File: config.mk
export PLATFORM = sky130hd
export DESIGN_NAME = product_accumulator
export DESIGN_NICKNAME = d
export VERILOG_FILES = /design/src/rtl/accum_pkg.sv /design/src/rtl/acc_adder.sv /design/src/rtl/product_accumulator.sv
export SDC_FILE = /design/constraint.sdc
export NUM_CORES = 1
export LEC_CHECK = 0
export ABC_CLOCK_PERIOD_IN_PS = 7000
export CAP_MARGIN = 20
export CORE_MARGIN = 5
export CORE_UTILIZATION = 40
export CTS_BUF_LIST = sky130_fd_sc_hd__clkbuf_8
export CTS_CLUSTER_DIAMETER = 120
export DETAILED_ROUTE_END_ITERATION = 10
export SETUP_SLACK_MARGIN = 0.5
export SLEW_MARGIN = 5
export SYNTH_ARGS = -nofsm -noshare
export SYNTH_HDL_FRONTEND = slang
export SYNTH_SLANG_ARGS = --single-unit
File: constraint.sdc
create_clock -name clk -period 7 [get_ports clk]
set_input_delay 1.05 -clock clk [delete_from_list [all_inputs] [get_ports clk]]
set_output_delay 1.05 -clock clk [all_outputs]
set_load 0.01 [all_outputs]
File: src/rtl/accum_pkg.sv
// Shared types for the product accumulator: FSM state encoding and result count width.
package accum_pkg;

  typedef enum logic {
    ACCUM = 1'b0,
    HOLD  = 1'b1
  } state_t;

  localparam int COUNT_WIDTH = 8;

endpackage

File: src/rtl/acc_adder.sv
// Sign-extends a product to ACC_WIDTH and adds it to the running accumulator.
// Define ACC_SAT_EN for sticky saturating arithmetic; otherwise the sum wraps.
module acc_adder #(
  parameter int WIDTH     = 16,
  parameter int ACC_WIDTH = 2*WIDTH+8
) (
  input  logic [ACC_WIDTH-1:0] acc,
  input  logic [2*WIDTH-1:0]   product,
  input  logic                 first,
  input  logic                 hold,
  output logic [ACC_WIDTH-1:0] result,
  output logic                 saturated
);

  localparam int PW = 2*WIDTH;

  logic [ACC_WIDTH-1:0] ext_s;
  assign ext_s = {{(ACC_WIDTH-PW){product[PW-1]}}, product};

`ifdef ACC_SAT_EN
  localparam logic [ACC_WIDTH-1:0] ACC_MAX = {1'b0, {(ACC_WIDTH-1){1'b1}}};
  localparam logic [ACC_WIDTH-1:0] ACC_MIN = {1'b1, {(ACC_WIDTH-1){1'b0}}};

  // One guard bit: overflow shows up as disagreement between the two top bits.
  logic [ACC_WIDTH:0] wide_s;
  assign wide_s = {acc[ACC_WIDTH-1], acc} + {ext_s[ACC_WIDTH-1], ext_s};
`endif

  // First beat loads the product alone; a saturated frame stays pinned at its limit.
  always_comb begin
    result    = ext_s;
    saturated = 1'b0;
    if (first) begin
      result    = ext_s;
      saturated = 1'b0;
    end else if (hold) begin
      result    = acc;
      saturated = 1'b1;
    end else begin
`ifdef ACC_SAT_EN
      if (wide_s[ACC_WIDTH] != wide_s[ACC_WIDTH-1]) begin
        result    = wide_s[ACC_WIDTH] ? ACC_MIN : ACC_MAX;
        saturated = 1'b1;
      end else begin
        result    = wide_s[ACC_WIDTH-1:0];
        saturated = 1'b0;
      end
`else
      result    = acc + ext_s;
      saturated = 1'b0;
`endif
    end
  end

endmodule

File: src/rtl/product_accumulator.sv
// Accumulates signed products into per-frame sums with valid/ready handshakes on both sides.
// Optional macro ACC_SAT_EN selects saturating instead of wrapping accumulation.
module product_accumulator
  import accum_pkg::*;
#(
  parameter int WIDTH     = 16,
  parameter int ACC_WIDTH = 2*WIDTH+8,
  parameter int N         = 4
) (
  input  logic                   clk,
  input  logic                   rst,
  input  logic [2*WIDTH-1:0]     Product,
  input  logic                   src_valid,
  input  logic                   src_last,
  output logic                   src_ready,
  output logic [ACC_WIDTH-1:0]   Sum,
  output logic [COUNT_WIDTH-1:0] Count,
  output logic                   dest_valid,
  input  logic                   dest_ready
);

  localparam logic [COUNT_WIDTH-1:0] LAST_IDX = COUNT_WIDTH'(N-1);

  state_t                 state_r;
  logic [ACC_WIDTH-1:0]   acc_r;
  logic [COUNT_WIDTH-1:0] cnt_r;
  logic [ACC_WIDTH-1:0]   sum_r;
  logic [COUNT_WIDTH-1:0] count_r;
  logic                   dest_valid_r;
  logic                   sat_r;

  logic [ACC_WIDTH-1:0]   add_s;
  logic                   sat_s;
  logic                   accept_s;
  logic                   closing_s;

  // Ready is gated by rst so no beat can be handed over while reset is held.
  assign src_ready = (state_r == ACCUM) && !rst;
  assign accept_s  = src_valid && src_ready;
  assign closing_s = (cnt_r == LAST_IDX) || src_last;

  acc_adder #(
    .WIDTH     (WIDTH),
    .ACC_WIDTH (ACC_WIDTH)
  ) u_acc_adder (
    .acc       (acc_r),
    .product   (Product),
    .first     (cnt_r == {COUNT_WIDTH{1'b0}}),
    .hold      (sat_r),
    .result    (add_s),
    .saturated (sat_s)
  );

  // Frame FSM: gather beats in ACCUM, present the result in HOLD until consumed.
  always_ff @(posedge clk) begin
    if (rst) begin
      state_r      <= ACCUM;
      acc_r        <= {ACC_WIDTH{1'b0}};
      cnt_r        <= {COUNT_WIDTH{1'b0}};
      sum_r        <= {ACC_WIDTH{1'b0}};
      count_r      <= {COUNT_WIDTH{1'b0}};
      dest_valid_r <= 1'b0;
      sat_r        <= 1'b0;
    end else begin
      case (state_r)
        ACCUM: begin
          if (accept_s) begin
            acc_r <= add_s;
            sat_r <= sat_s;
            cnt_r <= cnt_r + 8'd1;
            if (closing_s) begin
              sum_r        <= add_s;
              count_r      <= cnt_r + 8'd1;
              dest_valid_r <= 1'b1;
              state_r      <= HOLD;
            end
          end
        end
        HOLD: begin
          if (dest_ready) begin
            acc_r        <= {ACC_WIDTH{1'b0}};
            cnt_r        <= {COUNT_WIDTH{1'b0}};
            sat_r        <= 1'b0;
            dest_valid_r <= 1'b0;
            state_r      <= ACCUM;
          end
        end
        default: begin
          state_r      <= ACCUM;
          acc_r        <= {ACC_WIDTH{1'b0}};
          cnt_r        <= {COUNT_WIDTH{1'b0}};
          sat_r        <= 1'b0;
          dest_valid_r <= 1'b0;
        end
      endcase
    end
  end

  assign Sum        = sum_r;
  assign Count      = count_r;
  assign dest_valid = dest_valid_r;

endmodule

==> impl_metrics.yaml <==
clocking:
  cts_sinks: 98
  clock_latency_ns: 0.39
  post_cts_buffers: 0
  ctsResizeCount: 0
  cts_root_buf: "clkbuf_8"
  ctsHoldBuffers: 0
  cts_tree: "done"
  clkTransAtPathRegs_ns: 0.11
  cts_max_level: 3
  ctsLongestPathBuffers: 2
  numCtsBuffers: 9
global_route:
  antenna_found_initial: 0
  grt_max_degree: 58
  grt_pass1_wl_microns: 29600
  grt-ovfl-total: 0
  grt_usage: 0.203
  grt_pass1_vias: 5801
die:
  io-pin-count: 87
  fp.dieW_microns: 134
  die-height_microns: 134
  initial_core_util: 0.405
  floorplan.die_area_sq_um: 17800
  core_area_sq_um: 15100
  fp-row-count: 45
critical_path:
  startpoint_type: "input port"
  r2r-end: "Sum[36]$_SDFFE_PP0P_"
  worstSetupEndpoint: "Sum[32]$_SDFFE_PP0P_"
  r2r_cells: 7
  r2r-start: "cnt_r[3]$_SDFFE_PP0P_"
  crit_required_ns: 7.32
  cp-startpoint: "Product[0]"
  endpoint_kind: "flip-flop"
  ff2ff_setup_slack_ns: 3.85
  arrival_ns: 4.26
  path_max_fanout: 5
  path_class: "input port to flip-flop"
final_layout:
  finalNetCount: 902
  syn2layout_area_growth_pct: 17.6
  regArea_sq_um: 1960
  drive_gt1_frac: 0.0592
  multi_input_area_sq_um: 3860
  fill_cells: 1464
  antenna_cells: 0
  final_util: 0.476
synth:
  synth_xor_area_frac: 0.0616
  synth.distinct_cells: 73
  synth_seq_cells: 98
  synth_top_area_share: 0.321
  synth_fp_nets: 848
  syn_area_sq_um: 6110
  synth_top_family_by_area: "compound AO/OA/AOI/OAI gates"
  muxShareOfSynthArea: 0.0133
  synth_commonest_cells: "nor2_1, dfxtp_1, nand2_1"
  ys_async_sr_fraction: 0
  synth_area_leaders: "dfxtp_1, ha_1, nor2_1, a21oi_1, nand2_1"
  avgSynthCellArea_sq_um: 7.95
  synth_compound_area_frac: 0.271
  yosys.area_share.simple: 0.197
  yosys_warnings: 0
  synth.most_common_cell: "nor2_1"
  syn_inst: 769
  ys_seq_area_frac: 0.321
  synth_edf_count: 0
  synth_flop_cell: "dfxtp_1"
  synth_fa_ha_area_frac: 0.0872
  yosys.area.top_type: "dfxtp_1"
power:
  finalPower_w: 0.00145
  irDropWorstVdd_v: 0.0000774
  power.density_nw_per_um2: 202
  p_leak_nw: 2.76
sta:
  max_freq_ghz: 0.253
  hold_slack_ns: 0.462
  slew_headroom: 0.420
  finalCriticalPeriod_ns: 3.95
  hold_viol_final: 0
  rsz0062_at_grt: "no"
  period_share: 0.564
  finClkSkew_ns: 0.0158
  tightestPinTransition_ns: 0.868
  setup_viol: 0
  fin_setup_tns_ns: 0
  final-max-slew-violation-count: 0
placement:
  port_buffers: 86
  place_congestion: 0.906
  dp_hpwl_microns: 13100
routing:
  firstDrtPassIters: 5
  drc: 0
  num_vias: 5844
  via_per_inst: 5.75
  wirelength_microns: 18400
  drt_iter0_drc: 456
  routedWlPerCell_microns: 18.1
  ant_nets: 0
flow_run:
  drv_cap: 0
outcome:
  outcome: "finished, final reports clean"
worst_hold_path:
  hold_class: "flip-flop to flip-flop"
## layer usage
metal | vias to the layer above | GRT usage | wire length [microns]
met5 | - | 0 | 0
met4 | 0 | 0.0760 | 376
met3 | 31 | 0.0268 | 834
met2 | 165 | 0.356 | 8920
met1 | 2763 | 0.254 | 8260
li1 | 2885 | - | -
## where the power goes
group / internal, W / total, W / leakage (nW) / switching, W
combinational: 0.000195 / 0.000472 / 1.87 / 0.000277
clock: 0.000135 / 0.000364 / 0.0855 / 0.000229
sequential: 0.000595 / 0.000617 / 0.802 / 0.0000216
## stage by stage
step | std cells | instance area, sq um | worst slack, ns
after floorplan | 769 | 6110 | 3.47
after global placement | 1000 | 7000 | 2.78
after detailed placement | 1000 | 7000 | 2.67
after CTS | 1016 | 7190 | 3.10
after global routing | 1016 | 7190 | 2.83
final | 1016 | 7190 | 3.05
## critical path: stages
cell	delay (ns)
clkdlybuf4s50_1	0.44
ha_1	0.25
fa_1	0.41
a21o_2	0.23
a311oi_2	0.42
or4b_4	0.24
a31oi_4	0.12
a311o_2	0.47
a31oi_1	0.22
xnor2_1	0.14
nand2_1	0.08
a31oi_1	0.19
## final cells by class
cell class	instances	share of cell area
Timing Repair Buffer	93	0.126
Clock inverter	7	0.00870
Inverter	10	0.00522
Multi-Input combinational cell	611	0.537
Clock buffer	9	0.0172
Sequential cell	98	0.273
Tap cell	188	0.0327
## sequential cells by signal, summed over array words and instances (netlist names)
register    count
dest_valid      1
cnt_r           8
Sum            40
acc_r          40
Count           8
state_r         1
## cell families after synthesis
logic type | Yosys count
adders and majority gates | 42
xor gates and xnor gates | 43
muxes | 8
buffers and inverters | 60
AOI/OAI and AO/OA | 247
DFF | 98
and+or+nand+nor | 271
## worst min path at each step
stage / endpoint / startpoint / slack (ns) / depth (start not counted)
floorplan: acc_r[39]$_SDFFE_PP0P_ / acc_r[39]$_SDFFE_PP0P_ / 0.43 / 2
global placement: acc_r[39]$_SDFFE_PP0P_ / acc_r[39]$_SDFFE_PP0P_ / 0.44 / 2
detailed placement: acc_r[39]$_SDFFE_PP0P_ / acc_r[39]$_SDFFE_PP0P_ / 0.45 / 2
CTS: Sum[31]$_SDFFE_PP0P_ / Sum[31]$_SDFFE_PP0P_ / 0.47 / 2
global route: Sum[13]$_SDFFE_PP0P_ / Sum[13]$_SDFFE_PP0P_ / 0.49 / 2
finish: Sum[31]$_SDFFE_PP0P_ / Sum[31]$_SDFFE_PP0P_ / 0.46 / 2
## cell usage in the layout, fill, tap and decap left out, types with 9 or more instances in the layout
cell type / Yosys / final
ha_1: 41 / 41
xnor2_1: 24 / 24
clkbuf_8: 0 / 9
nand4_1: 9 / 9
clkdlybuf4s50_1: 0 / 85
a211oi_1: 11 / 11
nor2_1: 114 / 113
nor3_1: 18 / 18
nand2_1: 74 / 74
nand3_1: 21 / 21
a22oi_1: 14 / 14
inv_1: 10 / 10
a21oi_1: 70 / 70
o21ai_0: 48 / 48
o21ai_1: 10 / 10
a21o_1: 11 / 11
a22o_1: 9 / 9
xor2_1: 19 / 19
dfxtp_1: 98 / 98
Power figures use the tool's default switching activity.
